[config.mk]
export PLATFORM = sky130hd
export DESIGN_NAME = uart_tx_sched_flat
export DESIGN_NICKNAME = d
export VERILOG_FILES = /design/src/rtl/uart_tx_sched_pkg.sv /design/src/rtl/uart_tx_sched_if.sv /design/src/rtl/uart_tx_sched_rr_arbiter.sv /design/src/rtl/uart_tx_sched.sv /design/src/flat_wrapper.sv
export SDC_FILE = /design/constraint.sdc
export NUM_CORES = 1
export LEC_CHECK = 0
export ABC_CLOCK_PERIOD_IN_PS = 2420
export BUFFER_PORTS_ARGS = -buffer_cell sky130_fd_sc_hd__buf_2
export CORE_AREA = 10 10 90 92
export CTS_CLUSTER_SIZE = 12
export DETAILED_ROUTE_END_ITERATION = 6
export DIE_AREA = 0 0 100 102
export PLACE_DENSITY = 0.63
export SYNTH_ARGS = -nofsm -noshare
export SYNTH_HDL_FRONTEND = slang
export SYNTH_HIERARCHICAL = 1
export SYNTH_SLANG_ARGS = --single-unit
[constraint.sdc]
create_clock -name clk -period 2.42 [get_ports clk]
set_input_delay 0.484 -clock clk [delete_from_list [all_inputs] [get_ports clk]]
set_output_delay 0.484 -clock clk [all_outputs]
set_load 0.01 [all_outputs]
[src/rtl/uart_tx_sched_pkg.sv]
// Shared types and helpers for the round-robin UART transmit scheduler.
package uart_sched_pkg;

  typedef enum logic [1:0] {
    IDLE  = 2'd0,
    SEND  = 2'd1,
    DRAIN = 2'd2,
    GAP   = 2'd3
  } sched_state_t;

  // Width of a requester index; never narrower than one bit.
  function automatic int id_width(input int n);
    return (n > 1) ? $clog2(n) : 1;
  endfunction

endpackage

[src/rtl/uart_tx_sched_if.sv]
// Producer and transmitter signals of the scheduler, bundled for port connection.
// Handshakes: a producer holds req[i]/byte until ack[i] pulses for one cycle;
// tx_send stays high with a stable tx_data until the transmitter raises tx_done.
interface uart_tx_sched_if #(
  parameter int NUM_REQ = 4
);
  logic [NUM_REQ-1:0]   req;
  logic [NUM_REQ*8-1:0] req_data;
  logic [NUM_REQ-1:0]   ack;
  logic                 tx_send;
  logic [7:0]           tx_data;
  logic                 tx_done;

  modport master (
    input  req, req_data, tx_done,
    output ack, tx_send, tx_data
  );

  modport slave (
    output req, req_data, tx_done,
    input  ack, tx_send, tx_data
  );
endinterface

[src/rtl/uart_tx_sched_rr_arbiter.sv]
// Combinational round-robin arbiter: rotate requests so last+1 sits at bit 0,
// priority-encode the lowest set bit, then rotate the index back.
module rr_arbiter
  import uart_sched_pkg::*;
#(
  parameter int NUM_REQ = 4,
  localparam int IDW = id_width(NUM_REQ)
) (
  input  logic [NUM_REQ-1:0] req,
  input  logic [IDW-1:0]     last,
  output logic [IDW-1:0]     winner,
  output logic               any
);

  logic [NUM_REQ-1:0] rot;
  logic [IDW-1:0]     offset;
  logic               found;

  always_comb begin
    rot    = '0;
    offset = '0;
    found  = 1'b0;
    for (int i = 0; i < NUM_REQ; i++) begin
      rot[i] = req[(int'(last) + 1 + i) % NUM_REQ];
    end
    for (int i = 0; i < NUM_REQ; i++) begin
      if (!found && rot[i]) begin
        found  = 1'b1;
        offset = IDW'(i);
      end
    end
    winner = IDW'((int'(last) + 1 + int'(offset)) % NUM_REQ);
    any    = found;
  end

endmodule

[src/rtl/uart_tx_sched.sv]
// Shares one UART transmitter among NUM_REQ byte producers: round-robin grant,
// byte latch, tx_done edge detection, frame watchdog and optional inter-frame gap.
module uart_tx_sched
  import uart_sched_pkg::*;
#(
  parameter int NUM_REQ        = 4,
  parameter int GAP_CYCLES     = 0,
  parameter int TIMEOUT_CYCLES = 200000,
  localparam int IDW = id_width(NUM_REQ)
) (
  input  logic                  clk,
  input  logic                  rst,
  uart_tx_sched_if.master       bus,
  output logic                  busy,
  output logic [IDW-1:0]        grant_id,
  output logic                  timeout_err,
  output sched_state_t          dbg_state
);

  localparam int WW = $clog2(TIMEOUT_CYCLES + 1);
  localparam int GW = (GAP_CYCLES > 0) ? $clog2(GAP_CYCLES + 1) : 1;

  sched_state_t       state_q, state_d;
  logic [IDW-1:0]     last_q, last_d;
  logic [IDW-1:0]     gid_q, gid_d;
  logic [7:0]         data_q, data_d;
  logic               send_q, send_d;
  logic [NUM_REQ-1:0] ack_q, ack_d;
  logic               terr_q, terr_d;
  logic               busy_q, busy_d;
  logic               done_q;
  logic [WW-1:0]      wd_q, wd_d;
  logic [GW-1:0]      gap_q, gap_d;

  logic [IDW-1:0]     arb_winner;
  logic               arb_any;
  logic               done_rise;

  rr_arbiter #(.NUM_REQ(NUM_REQ)) u_arb (
    .req    (bus.req),
    .last   (last_q),
    .winner (arb_winner),
    .any    (arb_any)
  );

  // A tx_done already high when SEND starts has done_q=1 and never counts.
  assign done_rise = bus.tx_done && !done_q;

  always_comb begin
    state_d = state_q;
    last_d  = last_q;
    gid_d   = gid_q;
    data_d  = data_q;
    send_d  = send_q;
    ack_d   = '0;
    terr_d  = 1'b0;
    wd_d    = wd_q;
    gap_d   = gap_q;
    case (state_q)
      IDLE: begin
        if (arb_any) begin
          state_d = SEND;
          data_d  = bus.req_data[{arb_winner, 3'b000} +: 8];
          gid_d   = arb_winner;
          last_d  = arb_winner;
          send_d  = 1'b1;
          wd_d    = '0;
        end
      end
      SEND: begin
        if (done_rise) begin
          state_d       = DRAIN;
          send_d        = 1'b0;
          ack_d[gid_q]  = 1'b1;
        end else if (wd_q == WW'(TIMEOUT_CYCLES - 1)) begin
          state_d = DRAIN;
          send_d  = 1'b0;
          terr_d  = 1'b1;
        end else if (wd_q != WW'(TIMEOUT_CYCLES)) begin
          wd_d = wd_q + 1'b1;
        end
      end
      DRAIN: begin
        if (!bus.tx_done) begin
          if (GAP_CYCLES == 0) begin
            state_d = IDLE;
          end else begin
            state_d = GAP;
            gap_d   = '0;
          end
        end
      end
      GAP: begin
        if (gap_q == GW'(GAP_CYCLES - 1)) begin
          state_d = IDLE;
        end else begin
          gap_d = gap_q + 1'b1;
        end
      end
      default: state_d = IDLE;
    endcase
    busy_d = (state_d != IDLE);
  end

  always_ff @(posedge clk) begin
    if (rst) begin
      state_q <= IDLE;
      last_q  <= IDW'(NUM_REQ - 1);
      gid_q   <= '0;
      data_q  <= 8'h00;
      send_q  <= 1'b0;
      ack_q   <= '0;
      terr_q  <= 1'b0;
      busy_q  <= 1'b0;
      done_q  <= 1'b0;
      wd_q    <= '0;
      gap_q   <= '0;
    end else begin
      state_q <= state_d;
      last_q  <= last_d;
      gid_q   <= gid_d;
      data_q  <= data_d;
      send_q  <= send_d;
      ack_q   <= ack_d;
      terr_q  <= terr_d;
      busy_q  <= busy_d;
      done_q  <= bus.tx_done;
      wd_q    <= wd_d;
      gap_q   <= gap_d;
    end
  end

  assign bus.tx_send  = send_q;
  assign bus.tx_data  = data_q;
  assign bus.ack      = ack_q;
  assign busy         = busy_q;
  assign grant_id     = gid_q;
  assign timeout_err  = terr_q;
  assign dbg_state    = state_q;

endmodule
[src/flat_wrapper.sv]
// flat-port wrapper written by rule: the top's interface ports become plain ports
module uart_tx_sched_flat import uart_sched_pkg::*;
#(
  parameter int NUM_REQ        = 4,
  parameter int GAP_CYCLES     = 0,
  parameter int TIMEOUT_CYCLES = 200000,
  localparam int IDW = id_width(NUM_REQ)
)
  (clk, rst, busy, grant_id, timeout_err, dbg_state, bus_req, bus_req_data, bus_tx_done, bus_ack, bus_tx_send, bus_tx_data);
  uart_tx_sched_if #(.NUM_REQ(NUM_REQ)) bus_i ();
  input  logic clk;
  input  logic rst;
  output logic busy;
  output logic [IDW-1:0] grant_id;
  output logic timeout_err;
  output sched_state_t dbg_state;
  input wire logic [$bits(bus_i.req)-1:0] bus_req;
  input wire logic [$bits(bus_i.req_data)-1:0] bus_req_data;
  input wire logic [$bits(bus_i.tx_done)-1:0] bus_tx_done;
  output wire logic [$bits(bus_i.ack)-1:0] bus_ack;
  output wire logic [$bits(bus_i.tx_send)-1:0] bus_tx_send;
  output wire logic [$bits(bus_i.tx_data)-1:0] bus_tx_data;
  assign bus_i.req = bus_req;
  assign bus_i.req_data = bus_req_data;
  assign bus_i.tx_done = bus_tx_done;
  assign bus_ack = bus_i.ack;
  assign bus_tx_send = bus_i.tx_send;
  assign bus_tx_data = bus_i.tx_data;
  uart_tx_sched #(.NUM_REQ(NUM_REQ), .GAP_CYCLES(GAP_CYCLES), .TIMEOUT_CYCLES(TIMEOUT_CYCLES)) u_core (.clk(clk), .rst(rst), .bus(bus_i), .busy(busy), .grant_id(grant_id), .timeout_err(timeout_err), .dbg_state(dbg_state));
endmodule
# Word-level counts from Yosys, hierarchy flattened
# Cells that the tools add are included.
dict set report totals {
  register_bits 41
  latch_bits 0
  mem_bits_rw 0
  romBits 0
  inputBits 39
  output_inout_bits 19
  mem_count 0
}
dict set report classes {
  add_sub_neg 7
  n_mul 0
  div 0
  order_cmp 6
  n_eq_ne 10
  shift 1
  muxes 38
  n_bitwise 6
  n_reduce_logical 21
}
# cell n
set ops {}
lappend ops {{$mux W18} 4}
lappend ops {{$pmux W18 S2} 1}
lappend ops {{$shiftx A32 B6 Y8} 1}
lappend ops {{$mux W1} 19}
lappend ops {{$add A18 B1 Y18 const B} 1}
lappend ops {{$eq A18 B18 Y1 const B} 1}
lappend ops {{$ne A18 B18 Y1 const B} 1}
lappend ops {{$lt A3 B4 Y1 const B} 4}
lappend ops {{$mux W2} 7}
lappend ops {{$bmux W1 S2} 4}
lappend ops {{$pmux W2 S4} 1}
lappend ops {{$reduce_or A2 Y1} 4}
lappend ops {{$reduce_or A3 Y1} 2}
lappend ops {{$logic_and A1 B1 Y1} 5}
lappend ops {{$reduce_and A5 Y1} 1}
lappend ops {{$add A2 B1 Y2 const B} 2}
lappend ops {{$add A2 B2 Y2 const B} 2}
lappend ops {{$and A1 B1 Y1 const A} 4}
lappend ops {{$eq A2 B2 Y1 const B} 2}
lappend ops {{$logic_not A1 Y1} 4}
lappend ops {{$ne A2 B1 Y1 const B} 2}
lappend ops {{$ne A2 B2 Y1 const B} 2}
lappend ops {{$reduce_bool A2 Y1} 2}
lappend ops {{$lt A2 B3 Y1 const B} 1}
lappend ops {{11 further kinds} 12}

# Longest topological paths before layout
# Gate-level depths: netlist of the first run.
dict set report logic_depth {
  ltp_word 19
  mapped_depth 12
  depth_no_buf 11
}

# Hierarchy
# Netlist of the first run, hierarchy kept.
# module instances cells_each area_each_um2
set by_module_without_submodules {}
lappend by_module_without_submodules {uart_tx_sched 1 224 1950.6}
lappend by_module_without_submodules {rr_arbiter 1 29 193.9}

# Worst setup path after synthesis of the first run
# OpenSTA, ideal clock, no wires.
dict set report synth_timing {
  kind {input -> register}
  startpoint {input bus_req[0]}
  endpoint {register u_core.data_q[7], in the netlist u_core/bus.tx_data[7]}
  setup_time_ns 0.136
  t_arrival_ns 2.327
  required_time_ns 2.284
  path_slack_ns -0.044
  stages 11
  cell_sequence {inv_1 > o311a_1 > o21ai_1 > ha_1 > xor2_1 > xnor2_1 > xnor2_1 > buf_1 > mux4_2 > nand2_1 > a21oi_1}
}
dict set report synth_between {
  elab_chain_len 15
}
# item line_no
set synth_lines {}
lappend synth_lines {{from (decl)} flat_wrapper.sv:17} ;# input wire logic [$bits(bus_i.req)-1:0] bus_req;
lappend synth_lines {{$bmux W1 S2} uart_tx_sched_rr_arbiter.sv:24} ;# rot[i] = req[(int'(last) + 1 + i) % NUM_REQ];
lappend synth_lines {{$mux W1 (not written as such) (2 in a row)} uart_tx_sched_rr_arbiter.sv:24}
lappend synth_lines {{$mux W1} uart_tx_sched_rr_arbiter.sv:27} ;# if (!found && rot[i]) begin
lappend synth_lines {{$logic_not A1 Y1} uart_tx_sched_rr_arbiter.sv:27}
lappend synth_lines {{$logic_and A1 B1 Y1} uart_tx_sched_rr_arbiter.sv:27}
lappend synth_lines {{$mux W1} uart_tx_sched_rr_arbiter.sv:27}
lappend synth_lines {{$logic_not A1 Y1} uart_tx_sched_rr_arbiter.sv:27}
lappend synth_lines {{$logic_and A1 B1 Y1} uart_tx_sched_rr_arbiter.sv:27}
lappend synth_lines {{$mux W1} uart_tx_sched_rr_arbiter.sv:27}
lappend synth_lines {{$logic_not A1 Y1} uart_tx_sched_rr_arbiter.sv:27}
lappend synth_lines {{$logic_and A1 B1 Y1} uart_tx_sched_rr_arbiter.sv:27}
lappend synth_lines {{$mux W2 *} uart_tx_sched_rr_arbiter.sv:27}
lappend synth_lines {{$add A2 B2 Y2 *} uart_tx_sched_rr_arbiter.sv:32} ;# winner = IDW'((int'(last) + 1 + int'(offset)) % NUM_REQ);
lappend synth_lines {{named net u_core.arb_winner[1]} uart_tx_sched.sv:35} ;# logic [IDW-1:0] arb_winner;
lappend synth_lines {{$shiftx A32 B6 Y8 *} uart_tx_sched.sv:63} ;# data_d = bus.req_data[{arb_winner, 3'b000} +: 8];
lappend synth_lines {{to (signal assigned)} uart_tx_sched.sv:122} ;# data_q <= data_d;
lappend synth_lines {{to (decl)} uart_tx_sched.sv:26} ;# logic [7:0] data_q, data_d;
# Mark *: on every way through the listed nets, which the timed path passes. The rest lies on a longest branch. The select of a mux whose other input is x is not followed.
# A chain may end at the register's enable or synchronous reset.

# Final worst setup path of the first run
dict set report layout_timing {
  startpoint {register u_core.last_q[0]}
  endpoint {register u_core.data_q[5], in the netlist u_core/bus.tx_data[5]}
}
dict set report layout_between {
  elab_chain_len 16
}
# item line_no
set layout_lines {}
lappend layout_lines {{from (decl)} uart_tx_sched.sv:24} ;# logic [IDW-1:0] last_q, last_d;
lappend layout_lines {{from (signal assigned)} uart_tx_sched.sv:108} ;# last_q <= IDW'(NUM_REQ - 1);
lappend layout_lines {{from (signal assigned)} uart_tx_sched.sv:120} ;# last_q <= last_d;
lappend layout_lines {{$add A2 B1 Y2 *} {uart_tx_sched_rr_arbiter.sv:24, uart_tx_sched_rr_arbiter.sv:32}}
lappend layout_lines {{branches (longest 13 deep; another with $add A2 B1 Y2)} --}
lappend layout_lines {{$add A2 B2 Y2 *} uart_tx_sched_rr_arbiter.sv:32}
lappend layout_lines {{named net u_core.arb_winner[1]} uart_tx_sched.sv:35}
lappend layout_lines {{$shiftx A32 B6 Y8 *} uart_tx_sched.sv:63}
# Mark *: on every way through the listed nets, which the timed path passes. The select of a mux whose other input is x is not followed.

==> results of run 1 <==
## repair_timing
action                     4_1_cts  5_1_grt
hold endpoints to repair         0        0
buffers inserted                 0        2
gates resized for setup          0       10
setup endpoints to repair        0        8
## registers in the layout, indices dropped and copies added, names as in the netlist
signal / cells
u_core/bus.ack: 4
u_core/last_q: 2
u_core/gap_q: 1
u_core/wd_q: 18
u_core/bus.tx_data: 8
u_core/grant_id: 2
u_core/done_q: 1
u_core/bus.tx_send: 1
u_core/dbg_state: 2
u_core/timeout_err: 1
u_core/busy: 1
## cell usage after synthesis, drive strengths merged (6+ instances only)
cell type / instances
nand4: 6
o21ai: 25
o31ai: 6
dfxtp: 41
nand2: 36
nand3: 11
nor2: 30
nor4: 6
mux4: 8
a21oi: 22
clkbuf: 6
## cell families (layout without fill, tap and decap cells)
logic type,after synthesis,count (layout),share of synthesized area [%]
AOI/OAI and AO/OA,65,65,18.3
xor gates and xnor gates,3,3,1.23
adders and majority gates,3,3,1.75
buffers and inverters,16,89,3.50
DFF,41,41,38.3
muxes,9,9,8.87
and+or+nand+nor,116,116,28.1
## final timing paths
kind / endpoint / cells after the start
worst min register to register: u_core/bus.tx_data[0]$_SDFFE_PP0P_ / 2
worst max-delay path: u_core/bus.tx_data[5]$_SDFFE_PP0P_ / 11
worst min-delay path: u_core/done_q$_SDFF_PP0_ / 2
worst max register to register: u_core/bus.tx_data[5]$_SDFFE_PP0P_ / 11
## metal layers
| layer | global-route usage, % | share of wire, % |
|---|---|---|
| met5 | 0 | 0 |
| met3 | 5.60 | 11 |
| met4 | 4.02 | 1.3 |
| met1 | 13.0 | 43 |
| met2 | 16.9 | 44 |
## layout make-up
type	count	area share, %
Tap cell	77	3.41
Inverter	5	0.665
Clock buffer	5	2.44
Timing Repair Buffer	76	16.6
Multi-Input combinational cell	196	45.2
Sequential cell	41	29.2
Clock inverter	3	2.44
## through the flow
| step | instance area, um^2 | setup slack, ps |
|---|---|---|
| 5_1_grt | 2820 | -101 |
| 2_1_floorplan | 2150 | 109 |
| 3_3_place_gp | 2620 | -113 |
| 3_5_place_dp | 2620 | -148 |
| 6_report | 2820 | 38.7 |
| 4_1_cts | 2750 | 15.0 |
## power breakdown
group / internal, mW / switching, mW / total [mW] / leakage [nW]
Sequential: 0.767 / 0.0809 / 0.848 / 0.334
Combinational: 0.717 / 0.465 / 1.18 / 0.747
Clock: 0.415 / 0.256 / 0.671 / 0.0687
Total: 1.90 / 0.801 / 2.70 / 1.15
## worst register-to-register path, stage by stage, from the launching register on
cell                        delay [ps]
sky130_fd_sc_hd__dfxtp_4           380
sky130_fd_sc_hd__nor2b_4           130
sky130_fd_sc_hd__a221oi_2          230
sky130_fd_sc_hd__o21ai_1           100
sky130_fd_sc_hd__ha_2              190
sky130_fd_sc_hd__xor2_1            160
sky130_fd_sc_hd__xnor2_1           190
sky130_fd_sc_hd__xnor2_1           160
sky130_fd_sc_hd__bufbuf_16         290
sky130_fd_sc_hd__mux4_2            280
sky130_fd_sc_hd__nand2_1            80
sky130_fd_sc_hd__a21oi_1            60
==> results list, run 1 <==
* Die outline height: 102 um
* Leakage power of the design: 1.15 nW
- Buffers plus inverters on the worst setup path: 1
- TritonCTS clock tree: built
- Syn_nets: 295
- The die covers 10200 um^2.
* Number of violations of the max-capacitance limit: 0
* Crit-path leading delay family: XOR/XNOR gates
- After clock tree synthesis, the flow added hold-fix buffers numbering 0.
- The clock net in this run drives a total of 41 sinks.
* Fill cell total of the finished layout: 626
* Critical R2R Launch: u_core/last_q[0]$_SDFFE_PP1P_
* Final routed DRC violation total: 0
* Max Fclk: 420 MHz
- N_diodes: 0
- In this run, synthesis inferred 0 flip-flops with an integrated enable.
* Async set-or-reset flop fraction in the synthesized netlist: 0%
- Largest cells by area after synthesis: sky130_fd_sc_hd__dfxtp_1 38%, sky130_fd_sc_hd__mux4_2 8.4%, sky130_fd_sc_hd__nand2_1 6.3%
* Dpl hpwl: 4290 um
- In the final layout, the share of cells above drive strength 1 is 34.7%.
- Run status: completed
* Power consumption: 2.70 mW
- Dividing the detail-routed via count by the number of cells gives 5.21.
- Final layout net count: 367
* Tightest slew margin relative to the limit: 62.1%
- Via count of the first global-routing pass: 2034
- Dominant synthesized flop cell: sky130_fd_sc_hd__dfxtp_1
- For this design, the slowest cell found on the critical path is sky130_fd_sc_hd__dfxtp_4.
- CP peak stage delay: 380 ps
- The synthesized design contains 41 register bits.
- Total number of vias: 2101
- Post-synth top area share: 38.3%
- Row generation in the floorplan step produced 29 rows.
* Number of buffers on the longest clock path: 2
* Final setup viols: 0
- The average instance in the mapped netlist occupies 8.48 um^2.
* Cell variety after synth: 51
- The count of final hold-check violations came to 0.
- 58 I/O pins were placed.
- The multi-input combinational cells in the finished layout cover a total of 1280 um^2.
* Largest voltage drop on the vdd net: 0.746 mV
- Library cell with the largest summed area after synthesis: sky130_fd_sc_hd__dfxtp_1
* Mapped Cells: 253
- Storage element area: 825 um^2
- Hold timing on the final database bottoms out at a slack of 444 ps.
* Measured slew at the worst slew-check pin: 565 ps
* DR iter-0 viols: 189
- Crit path from: u_core/last_q[0]$_SDFFE_PP1P_
* Overflow left after global routing: 0
- Traced cell by cell, the critical path runs through nor2b_4, a221oi_2, o21ai_1, ha_2, xor2_1, xnor2_1, xnor2_1, bufbuf_16, mux4_2, nand2_1, a21oi_1.
* Maximum number of pins on one net before global-route repair: 22
* Die extent in x: 100 um
* Power density over the cells: 957 nW/um^2
- Once layout is complete, the utilization of the core stands at 45.0%.
- Number of buffers inserted by port buffering: 57
- Combined area of all synthesized cells: 2140 um^2
- STA puts the critical path data required time at 2590 ps.
- The clock reaches the later pin of the worst-skew pair after 290 ps.
- Most used cell, CP: sky130_fd_sc_hd__xnor2_1
- For the finished layout, the period the worst path requires is 2380 ps.
- Dividing the final minimum period by the clock period gives 98.4%.
- Critical path capture point type: flop
- By startpoint and endpoint, the worst setup path is classified as flop to flop.
- The congestion estimate from routability-driven global placement came to 0.827.
* Launch point of the worst hold path: bus_tx_done
* Startpoint types: flop
- Clock-pin transition on the worst setup and hold timing paths: 80 ps
- Once detail routing completed, the nets flagged for antenna violations numbered 0.
- The area growth from synthesis to layout is 31.6%.
- Once the floorplan was initialized, standard cells occupied 34.2% of the core.
* Initial antenna violation count: 0
- H-tree depth: 2
* Worst-case clock skew: 4.67 ps
* Commonest non-fill, non-tap cell in the layout: sky130_fd_sc_hd__buf_2
- Detail-routed net length per standard cell: 14.2 um
* Yosys warns: 6
- Adding up every negative setup slack in the final design gives 0 ps.
- Clock tree synthesis selected as its root buffer the cell sky130_fd_sc_hd__clkbuf_8.
* Part of the Yosys area used for sequential elements: 38.3%
- The first detailed-routing pass took 4 iterations.
- Count of final max-slew check failures: 0
- Including well taps, the total number of placed cells is 392.
* Commonest cells after routing, fill and taps aside: 57 x sky130_fd_sc_hd__buf_2, 40 x sky130_fd_sc_hd__dfxtp_1, 34 x sky130_fd_sc_hd__nand2_1, 29 x sky130_fd_sc_hd__nor2_1, 21 x sky130_fd_sc_hd__o21ai_0
- Clock buffers created by TritonCTS: 5
- Data on the critical path arrives at its endpoint at 2550 ps.
- Across all register-to-register paths, the minimum setup slack is 40 ps.
* Wire length of the first global-routing pass: 9320 um
- Finished Layout Cells: 403
- For this run, the total global-route usage over all layers was measured as 11.0%.
* Unrepaired setup endpoints after global routing: yes
* Worst Path Max Fanout: 7
* Core ar.: 6280 um^2
* Worst min-delay path class: input pin to flop
- Detailed-route wire length: 5730 um
(Power assumes the default switching activity.)
==> inputs of run 2 (changes only) <==
--- a/config.mk
+++ b/config.mk
@@ -11,7 +11,7 @@
 export CTS_CLUSTER_SIZE = 12
 export DETAILED_ROUTE_END_ITERATION = 6
 export DIE_AREA = 0 0 100 102
-export PLACE_DENSITY = 0.63
+export PLACE_DENSITY = 0.54
 export SYNTH_ARGS = -nofsm -noshare
 export SYNTH_HDL_FRONTEND = slang
 export SYNTH_HIERARCHICAL = 1
==> run 2 against run 1 <==
  * Fmax is 1.7% higher
  * Sequential share of layout area rose by 0.78 points
  * Largest cell class unchanged
  * Largest power group unchanged
  * Global-route usage up 0.40 points
  * Via count decreased by 2.2%
  * Highest routed layer unchanged
==> results list, run 2 (synthesis gave the netlist of run 1 again) <==
- Total number of clock tree sinks: 41
- Hold Buf Count CTS: 0
* Power density over the cells: 913 nW/um^2
* CP peak stage delay: 390 ps
- Number of violations of the max-capacitance limit: 0
* Commonest non-fill, non-tap cell in the layout: sky130_fd_sc_hd__buf_2
- Worst Path Max Fanout: 9
- Clock tree synthesis inserted a total of 5 buffers.
- Headroom to the max-slew limit came out at 67.1%.
* CTS root buf: sky130_fd_sc_hd__clkbuf_8
* Fraction of the core area covered by cells at the end of the flow: 43.8%
- Die extent in x: 100 um
- Worst min-delay path class: input pin to flop
* Number of buffers inserted by port buffering: 57
* Unrepaired setup endpoints after global routing: yes
- Number of rows created at floorplan: 29
- The number of antenna diodes in the final layout is 0.
- At the pin with the least slew margin, the transition time is 494 ps.
* Initial antenna violation count: 0
- The library cells used most frequently in the layout, excluding fill and tap cells, are 57 x sky130_fd_sc_hd__buf_2, 40 x sky130_fd_sc_hd__dfxtp_1, 36 x sky130_fd_sc_hd__nand2_1, 29 x sky130_fd_sc_hd__nor2_1.
- Dividing the detail-routed wire length by the instance count gives 14.0 um.
* Worst-case clock skew: 10.2 ps
- Number of hold violations in the final report: 0
- The worst path uses 96.7% of the clock period.
- Global routing used 11.4% of the available tracks.
* Area Overhead vs Synth: 28.2%
- At the end of the flow, the number of nets in the layout was 363.
- TritonCTS clock tree: built
- Number of buffers on the longest clock path: 2
- Max Fclk: 427 MHz
- The first global-routing pass estimated 9720 um of wire.
- Critical path class: flop to flop
- The run finished with clean final reports.
- Clock-pin transition on the worst setup and hold timing paths: 90 ps
- The detail route stage leaves a number of antenna-violating nets equal to 0.
* Final setup viols: 0
* Detailed-route wire length: 5580 um
- Die outline height: 102 um
* Via count of the first global-routing pass: 2092
- In this run, placement finished with an instance count of 391.
- At the worst endpoint, the required time is 2610 ps.
- Entering global routing, the biggest net connects 22 pins.
- STA classifies the critical path endpoint as a flop.
* Detailed-router iteration count before antenna repair: 4
- Placer congestion estimate: 0.799
- More flip-flops sit in one register than any other, and that register is u_core/wd_q.
- Dividing the detail-routed via count by the number of cells gives 5.15.
- Crit-path leading delay family: XOR/XNOR gates
* Combinational share of power: 39.4%
* Core ar.: 6280 um^2
- For this configuration, the core starts out at a cell density of 34.2%.
- The analysis attributes to cell leakage a power of 1.12 nW.
- Overall die area: 10200 um^2
- Flip-flop count of the largest register, all copies and words added: 18
- Chain of cells forming the critical path: buf_4, nor4_1, a21oi_1, o21ai_1, ha_1, xor2_1, xnor2_1, xnor2_1, buf_12, mux4_2, nand2_1, a21oi_1
- The later pin in the worst-skew pair is clocked with a latency of 310 ps.
- Cell Int Power: 1.74 mW
- For this run, design rule violations remaining after detail routing come to 0.
* Switching part of the total: 30.6%
- Once layout is complete, the cells apart from fillers number 399.
- Count of final max-slew check failures: 0
* Slowest library cell on the worst path: sky130_fd_sc_hd__dfxtp_4
- Across the VDD grid, the largest voltage drop is 0.542 mV.
* Sequential cell fraction of total power: 33.6%
- H-tree depth: 2
- During I/O placement, the number of pins put on the boundary was 58.
- Overflow left after global routing: 0
- Clk network pwr share: 27.0%
- Proportion of layout cells with a drive suffix above 1: 31.7%
- Arrival time of data at the critical path endpoint: 2530 ps
- Summing over every cut layer, the via total after detailed routing is 2055.
- Startpoint types: flop
- Counting both buffers and inverters, the worst setup path holds a total of 2.
* Dpl hpwl: 4280 um
- DR iter-0 viols: 161
- Summed over all nets, the switching power comes to 0.769 mW.
- Minimum clock period: 2340 ps
## run 2: cell types whose count changed in the layout (fill, tap and decap cells not counted)
| cell | before | now |
|---|---|---|
| sky130_fd_sc_hd__a21oi_1 | 19 | 21 |
| sky130_fd_sc_hd__a21oi_2 | 2 | 0 |
| sky130_fd_sc_hd__a221oi_1 | 0 | 1 |
| sky130_fd_sc_hd__a221oi_2 | 1 | 0 |
| sky130_fd_sc_hd__buf_12 | 1 | 2 |
| sky130_fd_sc_hd__buf_4 | 16 | 13 |
| sky130_fd_sc_hd__buf_6 | 1 | 0 |
| sky130_fd_sc_hd__bufbuf_16 | 1 | 0 |
| sky130_fd_sc_hd__ha_1 | 2 | 3 |
| sky130_fd_sc_hd__ha_2 | 1 | 0 |
| sky130_fd_sc_hd__nand2_1 | 34 | 36 |
| sky130_fd_sc_hd__nand2_2 | 2 | 0 |
| sky130_fd_sc_hd__nor4_1 | 3 | 4 |
| sky130_fd_sc_hd__nor4_2 | 2 | 1 |
## run 2: worst paths after layout
path | end | depth (start not counted) | slack [ps] | start
worst min register to register | u_core/bus.tx_data[0]$_SDFFE_PP0P_ | 2 | 460 | u_core/bus.tx_data[0]$_SDFFE_PP0P_
worst min-delay path | u_core/done_q$_SDFF_PP0_ | 2 | 440 | bus_tx_done
worst max-delay path | u_core/bus.tx_data[5]$_SDFFE_PP0P_ | 12 | 80 | u_core/last_q[0]$_SDFFE_PP1P_
worst max register to register | u_core/bus.tx_data[5]$_SDFFE_PP0P_ | 12 | 80 | u_core/last_q[0]$_SDFFE_PP1P_
## run 2: repair_timing
action                                  in CTS  in global routing
pin swaps                                    1                  1
resized for setup                            1                  1
endpoints found under the setup margin       1                  8
setup buffers                                0                  0
## run 2: routing by layer
layer | part of all wire (%) | track usage (%) | wire length, um | up-vias
li1 | - | - | - | 1052
met1 | 45 | 13.3 | 2480 | 937
met2 | 43 | 17.8 | 2430 | 60
met3 | 11 | 6.14 | 608 | 6
met4 | 1.1 | 3.26 | 61 | 0
met5 | 0 | 0 | 0 | -
## run 2: power groups by stage
stage	sequential [mW]	clock, mW	combinational, mW
floorplan	0.868	0	0.623
global route	0.861	0.720	1.10
detailed placement	0.856	0	1.00
finish	0.845	0.678	0.988
CTS	0.844	0.690	1.00
global placement	0.854	0	0.997
## run 2: through the flow
| stage | hold slack (ps) | TNS [ps] | total power [mW] | instance area, um^2 | worst slack (ps) |
|---|---|---|---|---|---|
| 2_1_floorplan | 419 | 0 | 1.49 | 2150 | 109 |
| 3_3_place_gp | 441 | -829 | 1.85 | 2610 | -106 |
| 3_5_place_dp | 446 | -954 | 1.86 | 2610 | -128 |
| 4_1_cts | 432 | 0 | 2.54 | 2750 | 54.8 |
| 5_1_grt | 460 | -574 | 2.68 | 2750 | -89.8 |
| 6_report | 436 | 0 | 2.51 | 2750 | 79.4 |
## run 2: final cells by class
class                   instances  area [um^2]
fillers                       657         3530
multi-input cells             196         1250
flip-flops and latches         41          825
inverters                       5         18.8
clock buffers                   5         68.8
repair buffers                 72          423
clock inverters                 3         68.8
well taps                      77         96.3
==> inputs of run 3 (changes only) <==
--- a/config.mk
+++ b/config.mk
@@ -7,10 +7,12 @@
 export LEC_CHECK = 0
 export ABC_CLOCK_PERIOD_IN_PS = 2420
 export BUFFER_PORTS_ARGS = -buffer_cell sky130_fd_sc_hd__buf_2
+export CAP_MARGIN = 20
 export CORE_AREA = 10 10 90 92
 export CTS_CLUSTER_SIZE = 12
 export DETAILED_ROUTE_END_ITERATION = 6
 export DIE_AREA = 0 0 100 102
+export MAX_ROUTING_LAYER = met4
 export PLACE_DENSITY = 0.54
 export SYNTH_ARGS = -nofsm -noshare
 export SYNTH_HDL_FRONTEND = slang
==> run 3 against run 2 <==
  * Sequential share of layout area unchanged
  * Clock skew decreased by 1.0 ps
  * Fmax decreased by 0.57%
  * Count of clock-buffer cells in the layout unchanged
  * Highest routed layer unchanged
  * Wire length about the same
  * Largest cell class unchanged
  * Sequential power about the same
  * Global-route usage increased by 0.36 points
  * Clock power about the same
  * Total power about the same
  * Critical endpoint unchanged
  * First-iteration DRC count decreased by 17%
==> results list, run 3 (synthesis gave the netlist of run 1 again) <==
* Run status: completed
- The cell sitting at the root of the clock tree is a sky130_fd_sc_hd__clkbuf_8.
* DR iter-0 viols: 134
- Total number of clock tree sinks: 41
- In this run the count of I/O pins placed on the die edge is 58.
- With fillers left out, the area of the finished cells amounts to 2750 um^2.
- Initial antenna violation count: 0
- Summed over all layers, the global routing overflow is 0.
- TritonCTS clock tree: built
* Commonest non-fill, non-tap cell in the layout: sky130_fd_sc_hd__buf_2
- Final layout net count: 363
* Hold path depth: 2
- Walking the worst path, the cells encountered are buf_4, nor4_1, a21oi_1, o21ai_1, ha_1, xor2_1, xnor2_1, xnor2_1, buf_12, mux4_2, nand2_1, a21oi_1.
* Worst-case clock skew: 9.22 ps
- In this run the tool buffered the top-level ports with 57 buffer cells.
* Total negative slack for setup checks: 0 ps
* Overall die area: 10200 um^2
- Die outline height: 102 um
* Clock-pin transition on the worst setup and hold timing paths: 90 ps
* Max Fclk: 425 MHz
* Die extent in x: 100 um
* Critical path class: flop to flop
- Using the TritonRoute via totals, the vias-per-cell ratio works out to 5.17.
- Final routed DRC violation total: 0
- Placer congestion estimate: 0.810
- Maximum number of pins on one net before global-route repair: 22
* Largest reg by FF count: u_core/wd_q
- The detail route stage leaves a number of antenna-violating nets equal to 0.
* Footprint of the multi-input gates: 1250 um^2
- The tool flagged a number of max-cap violations equal to 0.
- Leakage power of the design: 1.12 nW
- For this block, the via count after detailed routing is 2064.
- Final setup viols: 0
- Setup repair after global routing could not meet its margin everywhere.
* Count of final max-slew check failures: 0
* Proportion of layout cells with a drive suffix above 1: 31.7%
* Detailed-route wire length: 5570 um
* Commonest cells after routing, fill and taps aside: 57 x sky130_fd_sc_hd__buf_2, 40 x sky130_fd_sc_hd__dfxtp_1, 36 x sky130_fd_sc_hd__nand2_1, 29 x sky130_fd_sc_hd__nor2_1
- Critical path capture point type: flop
- N_diodes: 0
- The path class of the tightest hold or removal check is input pin to flop.
- STA classifies the critical path startpoint as a flop.
- The initial utilization of the core area, before any placement, comes to 34.2%.
- Counting the buffers created by CTS gives 5.
- The via count of the first global-routing pass was 2090.
- Post-CTS Setup Bufs: 0
* Number of hold violations in the final report: 0
* Wire length of the first global-routing pass: 9730 um
- Logic depth of the worst register-to-register path: 12
* Storage element area: 825 um^2
- Clock insertion delay at the later pin of the skew report: 300 ps
* Detailed-router iteration count before antenna repair: 4
- The completed layout was analyzed and its total power is 2.51 mW.
* Measured slew at the worst slew-check pin: 491 ps
- Largest voltage drop on the vdd net: 0.541 mV
* Fill cell total of the finished layout: 657
* Area Overhead vs Synth: 28.2%
- Minimum clock period: 2350 ps
- Global routing used 11.8% of the available tracks.
- The H-tree was split into 2 levels.
* Flip-flop count of the largest register, all copies and words added: 18
- Period utilization: 97.3%
* Tightest slew margin relative to the limit: 67.3%
* Number of buffers on the longest clock path: 2
- The slowest stage of the critical path is the sky130_fd_sc_hd__dfxtp_4 cell.
- Data arrives at the worst endpoint at 2540 ps.
- For this run, the slowest stage of the critical path takes 390 ps.
- After clock tree synthesis, the flow added hold-fix buffers numbering 0.
* Core ar.: 6280 um^2
- The initialized floorplan defines 29 standard-cell rows.
* Detail-routed net length per standard cell: 14.0 um
* Power density over the cells: 913 nW/um^2
* Worst Path Max Fanout: 9
- CP required: 2600 ps
- The wire-length estimate of the detail-placed layout is 4280 um.
* Placed cell area: 2610 um^2
[run 3: worst max-delay path: cells and delay by family, from the launching register on]
family | cells | cell delay (ps)
AO/OA/AOI/OAI | 3 | 220
XOR/XNOR | 3 | 520
adder cells (fa/ha/maj) | 1 | 170
buffers and inverters | 2 | 310
flip-flops | 1 | 390
multiplexers | 1 | 290
AND/OR/NAND/NOR | 2 | 340
[run 3: what timing repair did]
| item | 4_1_cts | 5_1_grt |
|---|---|---|
| endpoints found under the setup margin | 1 | 8 |
| resized for setup | 1 | 1 |
| hold endpoints to repair | 0 | 0 |
| pin swaps | 1 | 1 |
[run 3: area by class of cell]
| type | count | area share [%] |
|---|---|---|
| clock buffers | 5 | 2.50 |
| clock inverters | 3 | 2.50 |
| inverters | 5 | 0.683 |
| multi-input cells | 196 | 45.4 |
| flip-flops and latches | 41 | 30.0 |
| well taps | 77 | 3.50 |
| repair buffers | 72 | 15.4 |
[run 3: path summary, 6_finish.rpt]
kind	slack, ps	endpoint	start
max reg2reg	70	u_core/bus.tx_data[5]$_SDFFE_PP0P_	u_core/last_q[0]$_SDFFE_PP1P_
min	440	u_core/done_q$_SDFF_PP0_	bus_tx_done
min reg2reg	460	u_core/bus.tx_data[0]$_SDFFE_PP0P_	u_core/bus.tx_data[0]$_SDFFE_PP0P_
max	70	u_core/bus.tx_data[5]$_SDFFE_PP0P_	u_core/last_q[0]$_SDFFE_PP1P_
[run 3: report_power, final]
part	internal, mW	switching, mW
clock	0.415	0.261
combinational	0.559	0.430
sequential	0.767	0.0773
total	1.74	0.768
[run 3: per-stage QoR]
stage                     utilization [%]  instances  setup WS (ps)  hold WS, ps
final                                43.8        399           66.1          442
after detailed placement             41.5        391           -128          446
after global routing                 43.8        399          -89.8          460
after CTS                            43.8        399           54.8          432
after floorplan                         -        253            109          419
after global placement               41.5        391           -106          441
[run 3: per-layer routing]
metal	vias up	GRT usage, %	wire length, um
li1	1053	-	-
met1	945	14.5	2660
met2	59	17.8	2450
met3	7	4.25	400
met4	0	3.26	61
met5	-	-	0
